<file path="src/rtl/nash_step_controller.sv">
// nash_step_controller: sequences one NASH neuron timestep (integrate events, sample, fire).
// Owns the neuron control word; every integrate word carries a fresh tag so it lands exactly once.
module nash_step_controller (
    input  logic        clk,
    input  logic        rst,
    input  logic        start,
    input  logic        clear,
    input  logic        ev_valid,
    output logic        ev_ready,
    input  logic [15:0] ev_weight,
    input  logic        ev_last,
    output logic [15:0] n_wspike,
    output logic [15:0] n_control,
    input  logic        n_spike,
    input  logic [30:0] n_vmem,
    output logic        busy,
    output logic        done,
    output logic        spike_out,
    output logic [30:0] vmem_out,
    output logic [15:0] step_cnt,
    output logic [15:0] spike_cnt
);
    typedef enum logic [2:0] {IDLE, CLR, INTEG, DRAIN, SETTLE, FIRE, DONE} state_t;
    state_t state, state_nx;
    logic [7:0] tag, tag_nx;
    logic [15:0] ctrl_nx;
    logic accept;
    always_comb begin
        accept = (state == INTEG) & ev_valid & ev_ready;
        state_nx = state;
        case (state)
            IDLE:    state_nx = clear ? CLR : start ? INTEG : IDLE;
            CLR:     state_nx = IDLE;
            INTEG:   state_nx = (accept & ev_last) ? DRAIN : INTEG;
            DRAIN:   state_nx = SETTLE;
            SETTLE:  state_nx = FIRE;
            FIRE:    state_nx = DONE;
            DONE:    state_nx = IDLE;
            default: state_nx = IDLE;
        endcase
        tag_nx = (state == CLR) ? 8'd0 : accept ? tag + 8'd1 : tag;
        // The control word is registered, so it is built for the state being entered.
        ctrl_nx = (state_nx == CLR) ? 16'h0001 :
                  (state_nx == FIRE) ? 16'h0004 :
                  {tag_nx, accept ? 8'h02 : 8'h00};
        busy = !(state inside {IDLE, CLR});
        done = (state == DONE);
    end
    always_ff @(posedge clk) begin
        if (rst) begin
            state     <= IDLE;
            tag       <= 8'd0;
            n_control <= 16'h0001;
            n_wspike  <= 16'd0;
            ev_ready  <= 1'b0;
            spike_out <= 1'b0;
            vmem_out  <= 31'd0;
            step_cnt  <= 16'd0;
            spike_cnt <= 16'd0;
        end else begin
            state     <= state_nx;
            tag       <= tag_nx;
            n_control <= ctrl_nx;
            ev_ready  <= (state_nx == INTEG);
            if (accept)
                n_wspike <= ev_weight;
            if (state == CLR) begin
                spike_out <= 1'b0;
                vmem_out  <= 31'd0;
                step_cnt  <= 16'd0;
                spike_cnt <= 16'd0;
            end
            if (state == SETTLE) begin
                spike_out <= n_spike;
                vmem_out  <= n_vmem;
                if (n_spike && spike_cnt != 16'hFFFF)
                    spike_cnt <= spike_cnt + 16'd1;
            end
            if (state == DONE)
                step_cnt <= step_cnt + 16'd1;
        end
    end
endmodule

</file>
<file path="config.mk">
export PLATFORM = sky130hd
export DESIGN_NAME = nash_step_controller
export DESIGN_NICKNAME = d
export VERILOG_FILES = /design/src/rtl/nash_step_controller.sv
export SDC_FILE = /design/constraint.sdc
export NUM_CORES = 1
export LEC_CHECK = 0
export ABC_AREA = 1
export BUFFER_PORTS_ARGS = -buffer_cell sky130_fd_sc_hd__buf_2
export CAP_MARGIN = 0
export CORE_MARGIN = 4
export CORE_UTILIZATION = 40
export CTS_CLUSTER_SIZE = 28
export DETAILED_ROUTE_END_ITERATION = 12
export GPL_ROUTABILITY_DRIVEN = 0
export HOLD_SLACK_MARGIN = 0.06
export PLACE_DENSITY = 0.64
export SYNTH_ARGS = -nofsm -noshare
export SYNTH_HDL_FRONTEND = slang
export SYNTH_SLANG_ARGS = --single-unit
</file>
<file path="constraint.sdc">
create_clock -name clk -period 2.05 [get_ports clk]
set_input_delay 0.1025 -clock clk [delete_from_list [all_inputs] [get_ports clk]]
set_output_delay 0.1025 -clock clk [all_outputs]
set_load 0.02 [all_outputs]
</file>
==> results, run 1 <==
- The flow ran to the end, and the final reports show no timing, DRC or antenna violations.
- For this run, the register share of the synthesized area comes to a little under half.
- The number of pins with negative max-slew slack in the final report was 0.
- The leakage power figure is approximately 2.6 nW.
- The die extent in x is between 100 and 150 um.
- The H-tree was split into 3 levels.
- The die is 114.6 um tall.
- The floorplan step defined a die boundary enclosing approximately 13000 sq um.
- After the first detailed-routing iteration, the DRC count stood at 272.
- Across the whole layout, storage elements account for roughly 2100 sq um.
- After detailed routing, the number of vias per cell comes to 4.869.
- TritonCTS built the clock tree.
- The most common cell in the netlist is sky130_fd_sc_hd__nand2_1.
- The signal on the critical path passes through nor2_1 -> nand2_1 -> nand2_1 -> inv_2 -> nand2_1 -> a21oi_1.
- The maximum vdd drop is roughly 0.00048 V.
- The routing usage on met2 is about a third.
- The first global-routing pass estimated 21290 um of wire.
- The post-route netlist has 24.97% of its cells at a drive strength greater than 1.
- After technology mapping, the gate count stands at 636.
- The post-route worst hold slack is 0.07645 ns.
- The aggregate global routing overflow is 0.
- Global routing consumed, on the met1 layer, 23.84% of the routing resources.
- The clock net in this run drives a total of between 100 and 150 sinks.
- The flip-flop and latch count after synthesis is 103.
- The Yosys warning count is 0.
- In the finished design, the share of the clock period the worst path needs comes to between 80% and 90%.
- In the routed design, unresolved DRC markers number 0.
- Compared with the post-synthesis result, the final layout area differs by 34.31%.
- The relative slew slack is 60.16%.
- The number of maximum-capacitance violations is 0.
- The site row count is 38.
- Before antenna repair, the detailed router went through 4 iterations.
- Across all layers, the routed design uses 4723 vias.
- In the synthesized netlist the async set-or-reset flop fraction comes to 0%.
- In the post-synthesis netlist, the biggest area contributors are sky130_fd_sc_hd__dfxtp_1, sky130_fd_sc_hd__nand2_1, sky130_fd_sc_hd__nor2_1.
- The peak per-stage delay on the critical path is about 0.45 ns.
- The largest net degree at the start of global routing is 34.
- Setup repair after global routing left no endpoint under its margin.
- The number of hold violations in the final report is 0.
- The area taken by multi-input logic gates is 2110 sq um.
- The clock-pin slew on the worst setup and hold paths is 0.07 ns.
- STA puts the critical path data required time at between 2 and 2.5 ns.
- The slowest cell on the critical path is sky130_fd_sc_hd__dfxtp_1.
- The clock reaches the later pin of the worst-skew pair after ~0.35 ns.
- After detailed routing, the average wire length per cell comes to 13.48 um.
- The transition time at the pin with the least slew margin is 0.5970 ns.
- STA puts the critical path data arrival time at 1.98 ns.
- The endpoint class of the critical path is a flip-flop.
- The power per cell area is 639.9 nW/um^2.
- In the global route stage, met3 resource usage came out at 2.801%.
- The highest attainable clock frequency is 0.5863 GHz.
- The sum of routed wire length over all layers is ~13000 um.
- The number of fill cells in the layout is 1053.
- 153 I/O pins were placed.
- The smallest clock period supported by the final layout is computed as 1.706 ns.
- Among the stages of the critical path, the cell type that occurs most often is sky130_fd_sc_hd__nand2_1.
- The setup path with the least slack is of type flip-flop to flip-flop.
- In this run, distinct cell masters in the synthesized netlist total 38.
- No sink is reached through more buffers than the 2 on the longest clock path.
- Global routing used between 20% and 30% of the available tracks across all layers.
- The worst clock skew on the final layout is ~0.0031 ns.
- Setup violations remaining at the end of the flow were counted as 0.
- Summed over all failing endpoints, the final setup total negative slack is 0 ns.
- The worst setup path is launched from a flip-flop.
- The class of the tightest hold or removal check is input pin to flip-flop.
- The number of antenna violations at the first check in global routing is 0.
- The tree is rooted in a sky130_fd_sc_hd__clkbuf_16.
- The number of global-route vias before repair is approximately 4600.
- The final net count is 882.
- Hold repair after CTS inserted 47 buffers.
- The layer with the highest usage after global routing is met2.
- A synthesized cell averages 7.149 sq um.
- The post-cts gate resize count is 0.
- The placeable core area is 10980 sq um.
- The dominant cell type by area after synthesis is sky130_fd_sc_hd__dfxtp_1.
- For this configuration, the core starts out at a cell density of 41.40%.
- Once the clock tree was built, the setup fixing pass inserted 0 buffers.
- The remaining antenna violation count is 0.
- For this run, the leading register cell type out of synthesis is sky130_fd_sc_hd__dfxtp_1.
- The detailed placement HPWL is about 9000 um.
- The netlist area before placement is ~4500 sq um.
- The largest driver fanout on the critical path is 32.
- In this run the biggest area consumer among cell types represents between 40% and 50% of the synthesized area.
- Yosys mapped a number of flops with a built-in enable equal to 0.
- The number of buffers inserted by port buffering is ~150.
- Ranked by instance count, the synthesized netlist is headed by sky130_fd_sc_hd__nand2_1, sky130_fd_sc_hd__dfxtp_1, sky130_fd_sc_hd__nor2_1.
- Counting the buffers created by CTS gives 9.
[flip-flops by register name (all words and copies together) (netlist names)]
name,cells
state,3
step_cnt,16
n_wspike,16
n_control,11
spike_out,1
spike_cnt,16
ev_ready,1
vmem_out,31
tag,8
[stage by stage]
stage,setup WS (ns),total power [mW],cells,utilization (%),cell area [sq um]
finish,0.3444,3.908,970,55.60,6107
global route,0.08359,4.056,969,55.58,6105
CTS,0.3213,3.946,969,55.58,6105
detailed placement,0.3272,2.302,907,48.87,5368
global placement,0.4298,2.296,907,48.87,5368
floorplan,0.3804,2.210,640,-,4562
[worst max-delay path, delay by kind of cell (launching register included)]
kind / cells / cell delay (ns)
and+or+nand+nor: 4 / 0.59
DFF: 1 / 0.45
buffers and inverters: 1 / 0.40
AOI/OAI and AO/OA: 1 / 0.17
[area by class of cell]
class                           instances  share of cell area, %
Multi-Input combinational cell        452                  34.54
Timing Repair Buffer                  205                  21.10
Clock inverter                          3                 0.3278
Clock buffer                           12                  4.036
Inverter                               54                  3.319
Antenna cell                            1                0.04098
Sequential cell                       103                  33.76
Tap cell                              140                  2.868
[cells in the final DEF (no fill, tap or decap), types with 2 or more instances in the layout]
master                            n
sky130_fd_sc_hd__nor2_4           4
sky130_fd_sc_hd__a21oi_2          3
sky130_fd_sc_hd__nand3b_1         2
sky130_fd_sc_hd__clkbuf_1         2
sky130_fd_sc_hd__nor2_1         101
sky130_fd_sc_hd__inv_2            5
sky130_fd_sc_hd__nand2_2          6
sky130_fd_sc_hd__buf_4           11
sky130_fd_sc_hd__nand2_1        161
sky130_fd_sc_hd__inv_1           49
sky130_fd_sc_hd__nand3_1         32
sky130_fd_sc_hd__nand4_1          6
sky130_fd_sc_hd__dfxtp_1        103
sky130_fd_sc_hd__nor2_2           6
sky130_fd_sc_hd__clkbuf_16        9
sky130_fd_sc_hd__nand3_2          4
sky130_fd_sc_hd__ha_1             3
sky130_fd_sc_hd__o21ai_2          2
sky130_fd_sc_hd__a211oi_1         2
sky130_fd_sc_hd__o21ai_0         37
sky130_fd_sc_hd__or2_2            2
sky130_fd_sc_hd__o21ai_1          3
sky130_fd_sc_hd__a21oi_1         53
sky130_fd_sc_hd__a22oi_1          2
sky130_fd_sc_hd__nor3_1           7
sky130_fd_sc_hd__conb_1           5
sky130_fd_sc_hd__clkinvlp_4       2
sky130_fd_sc_hd__buf_2          147
sky130_fd_sc_hd__o211ai_1         2
sky130_fd_sc_hd__dlygate4sd3_1   47
[path summary, 6_finish.rpt]
check	start	end	slack, ns	depth (start not counted)
setup / recovery	state[2]	vmem_out[8]	0.34	6
hold / removal	n_spike	spike_cnt[14]	0.08	4
setup reg to reg	state[2]	vmem_out[8]	0.34	6
hold reg to reg	vmem_out[3]	vmem_out[3]	0.46	2
[kinds of logic after synthesis]
logic type	after synthesis	synth area share (%)
buffers and inverters	85	8.586
and+or+nand+nor	335	32.00
DFF	103	45.35
adders and majority gates	3	0.8256
other	1	0.08247
AOI/OAI and AO/OA	109	13.15
[routing by layer]
metal	share of wire, %	vias to the layer above
li1	-	2407
met2	50	126
met4	4.6	0
met3	4.3	41
met5	0	-
met1	41	2149
[where the power goes]
part	switching, mW	internal (mW)
registers	0.0110	2.01
clock network	0.732	0.849
logic	0.167	0.135
(Power assumes the default switching activity.)
==> inputs of run 2 (changes only) <==
==> constraint.sdc (replaced) <==
create_clock -name clk -period 1.65 [get_ports clk]
set_input_delay 0.0825 -clock clk [delete_from_list [all_inputs] [get_ports clk]]
set_output_delay 0.0825 -clock clk [all_outputs]
set_load 0.02 [all_outputs]
==> results, run 2 (synthesized netlist as in run 1, its figures left out) <==
- The share of the clock period used by the worst path is 93.22% (+10 points).
- The number of cells in the design after placement came to 923 (+1.8%).
- The maximum vdd drop was 0.0005274 V (+8.8%).
- The leakage power figure is 2.757 nW (+4.5%).
- The number of buffers inserted by port buffering came to 147 (unchanged).
- The non-filler instance count after layout is 987 (+1.8%).
- The total CTS buffers was 9 (unchanged).
- The power per cell area is 778.8 nW/um^2 (+22%).
- The highest attainable clock frequency is 0.6502 GHz (+11%).
- The run finished with clean final reports.
- The fraction of layout cells with a size suffix above 1 is 27.86% (+2.9 points).
- The first-iteration detailed-routing DRC count is 242 (-11%).
- The total via count after detailed routing is 4773 (+1.1%).
- The critical path startpoint is spike_cnt[0].
- The sum of routed wire length over all layers is 13030 um (-0.34%).
- The setup-violating endpoint count in the final report is 0 (unchanged).
- The flip-flop count of the largest register after layout came to 31 (unchanged).
- The residual DRC count was 0 (unchanged).
- The final net count was 899 (+1.9%).
- The placeable core area is 10980 sq um (unchanged).
- The overall track demand over capacity in global routing is 20.07% (-0.11 points).
- The root buffer cell chosen for the clock tree is sky130_fd_sc_hd__clkbuf_16.
- The number of global-route vias before repair was 4658 (+0.30%).
- The worst clock skew on the final layout is 0.006207 ns (+0.003138 ns).
- The antenna cell count is 0 (-1).
- The aggregate global routing overflow was 0 (unchanged).
- In this run the critical register-to-register path is launched from spike_cnt[0].
- The buffer depth of the longest clock path came to 2 (unchanged).
- The initial core utilization is 41.40% (unchanged).
- The clock-pin slew on the worst setup and hold paths is 0.07 ns (about the same).
- The pre-CTS setup slack came to 0.08715 ns (-0.2400 ns).
- The post-route worst hold slack is 0.09452 ns (+0.01807 ns).
- TritonCTS built the clock tree.
- The number of hold violations in the final report came to 0 (unchanged).
- The number of top-level design ports is 153 (unchanged).
- The full die area came to 13140 sq um (unchanged).
- The arrival time reported for the critical path endpoint is 1.78 ns (-0.20 ns).
- The routed length per instance was 13.21 um (-2.1%).
- The worst setup path is captured at a flip-flop.
- The number of antenna violations at the first check in global routing was 0 (unchanged).
- The area of placed instances is 5528 sq um (+3.0%).
- The global-route wire length before repair was 21320 um (+0.13%).
- The critical path is of the flip-flop to flip-flop type.
- The number of maximum-capacitance violations was 0 (unchanged).
- The summed area of non-filler cells in the final layout was 6334 sq um (+3.7%).
- The remaining antenna violation count was 0 (unchanged).
- The clock insertion delay at the later pin of the skew report is 0.34 ns (about the same).
- The register bank with the most flops is vmem_out.
- The number of pins with negative max-slew slack in the final report came to 0 (unchanged).
- Leaving out fill and tap cells, the most frequent cell in the layout is sky130_fd_sc_hd__nand2_1.
- The largest net degree at the start of global routing is 44 (+29%).
- The vertical die dimension is 114.6 um (unchanged).
- The critical path data required time came to 1.89 ns (-0.43 ns).
- The tightest min-delay check is of the input pin to flip-flop type.
- The final setup slack of the worst path is 0.1119 ns (-0.2325 ns).
- The layout-stage area growth over the synthesis result is 39.30%.
- The library cells used most frequently in the layout, excluding fill and tap cells, are sky130_fd_sc_hd__nand2_1, sky130_fd_sc_hd__buf_2, sky130_fd_sc_hd__nor2_1, sky130_fd_sc_hd__dfxtp_1, sky130_fd_sc_hd__a21oi_1.
- The H-tree depth came to 3 (unchanged).
- The first-pass detailed-route iteration total is 4 (unchanged).
- The worst setup path is launched from a flip-flop.
- The largest driver fanout on the critical path is 10 (-69%).
- The final critical delay including setup and external delays is 1.538 ns (-0.1675 ns).
- The detailed placement HPWL is 9193 um (+1.8%).
- The total negative setup slack is 0 ns (unchanged).
- Setup repair after global routing could not meet its margin everywhere.
- The site row count was 38 (unchanged).
- The number of sinks handled by clock tree synthesis is 103 (unchanged).
- The die extent in x is 114.6 um (unchanged).
- The routed via count divided by cell count is 4.836 (-0.68%).
- The source of the worst hold timing path is clear.
-- run 2: worst max-delay path, cell delays in order (launching register included) --
cell	delay [ns]
sky130_fd_sc_hd__dfxtp_2	0.33
sky130_fd_sc_hd__ha_1	0.15
sky130_fd_sc_hd__nand2_1	0.09
sky130_fd_sc_hd__inv_2	0.09
sky130_fd_sc_hd__nand2_2	0.08
sky130_fd_sc_hd__nor2_4	0.13
sky130_fd_sc_hd__nand4_4	0.13
sky130_fd_sc_hd__buf_6	0.19
sky130_fd_sc_hd__a22oi_1	0.16
sky130_fd_sc_hd__nor2_1	0.07
-- run 2: final cells by class --
class	instances	area, sq um
multi-input cells	452	2141
fillers	1020	4649
clock buffers	12	256.5
repair buffers	222	1460
flip-flops and latches	103	2068
clock inverters	4	30.03
inverters	54	202.7
well taps	140	175.2
-- run 2: path summary, 6_finish.rpt --
| path | endpoint | slack (ns) | depth (start not counted) |
|---|---|---|---|
| setup / recovery | spike_cnt[1] | 0.11 | 9 |
| setup reg to reg | spike_cnt[1] | 0.11 | 9 |
| hold / removal | state[1] | 0.09 | 4 |
| hold reg to reg | step_cnt[0] | 0.46 | 1 |
-- run 2: power breakdown --
part	leakage, nW	switching, mW	internal, mW
clock network	0.139	0.914	1.11
registers	0.833	0.0132	2.50
logic	1.79	0.213	0.181
total	2.76	1.14	3.79
-- run 2: metrics by stage --
| stage | utilization (%) | power (mW) |
|---|---|---|
| floorplan | - | 2.745 |
| global placement | 50.33 | 2.869 |
| detailed placement | 50.33 | 2.874 |
| CTS | 57.31 | 4.999 |
| global route | 57.67 | 5.140 |
| finish | 57.67 | 4.933 |
-- run 2: repair_timing --
action	4_1_cts	5_1_grt
endpoints found under the hold margin	48	0
gates resized for setup	0	12
hold buffers	48	0
setup buffers	0	0
endpoints found under the setup margin	0	15
-- run 2: layer usage --
layer	track usage (%)	part of all wire, %
met5	0	0
met1	24.36	42
met4	9.026	3.0
met3	4.493	4.5
met2	33.80	50
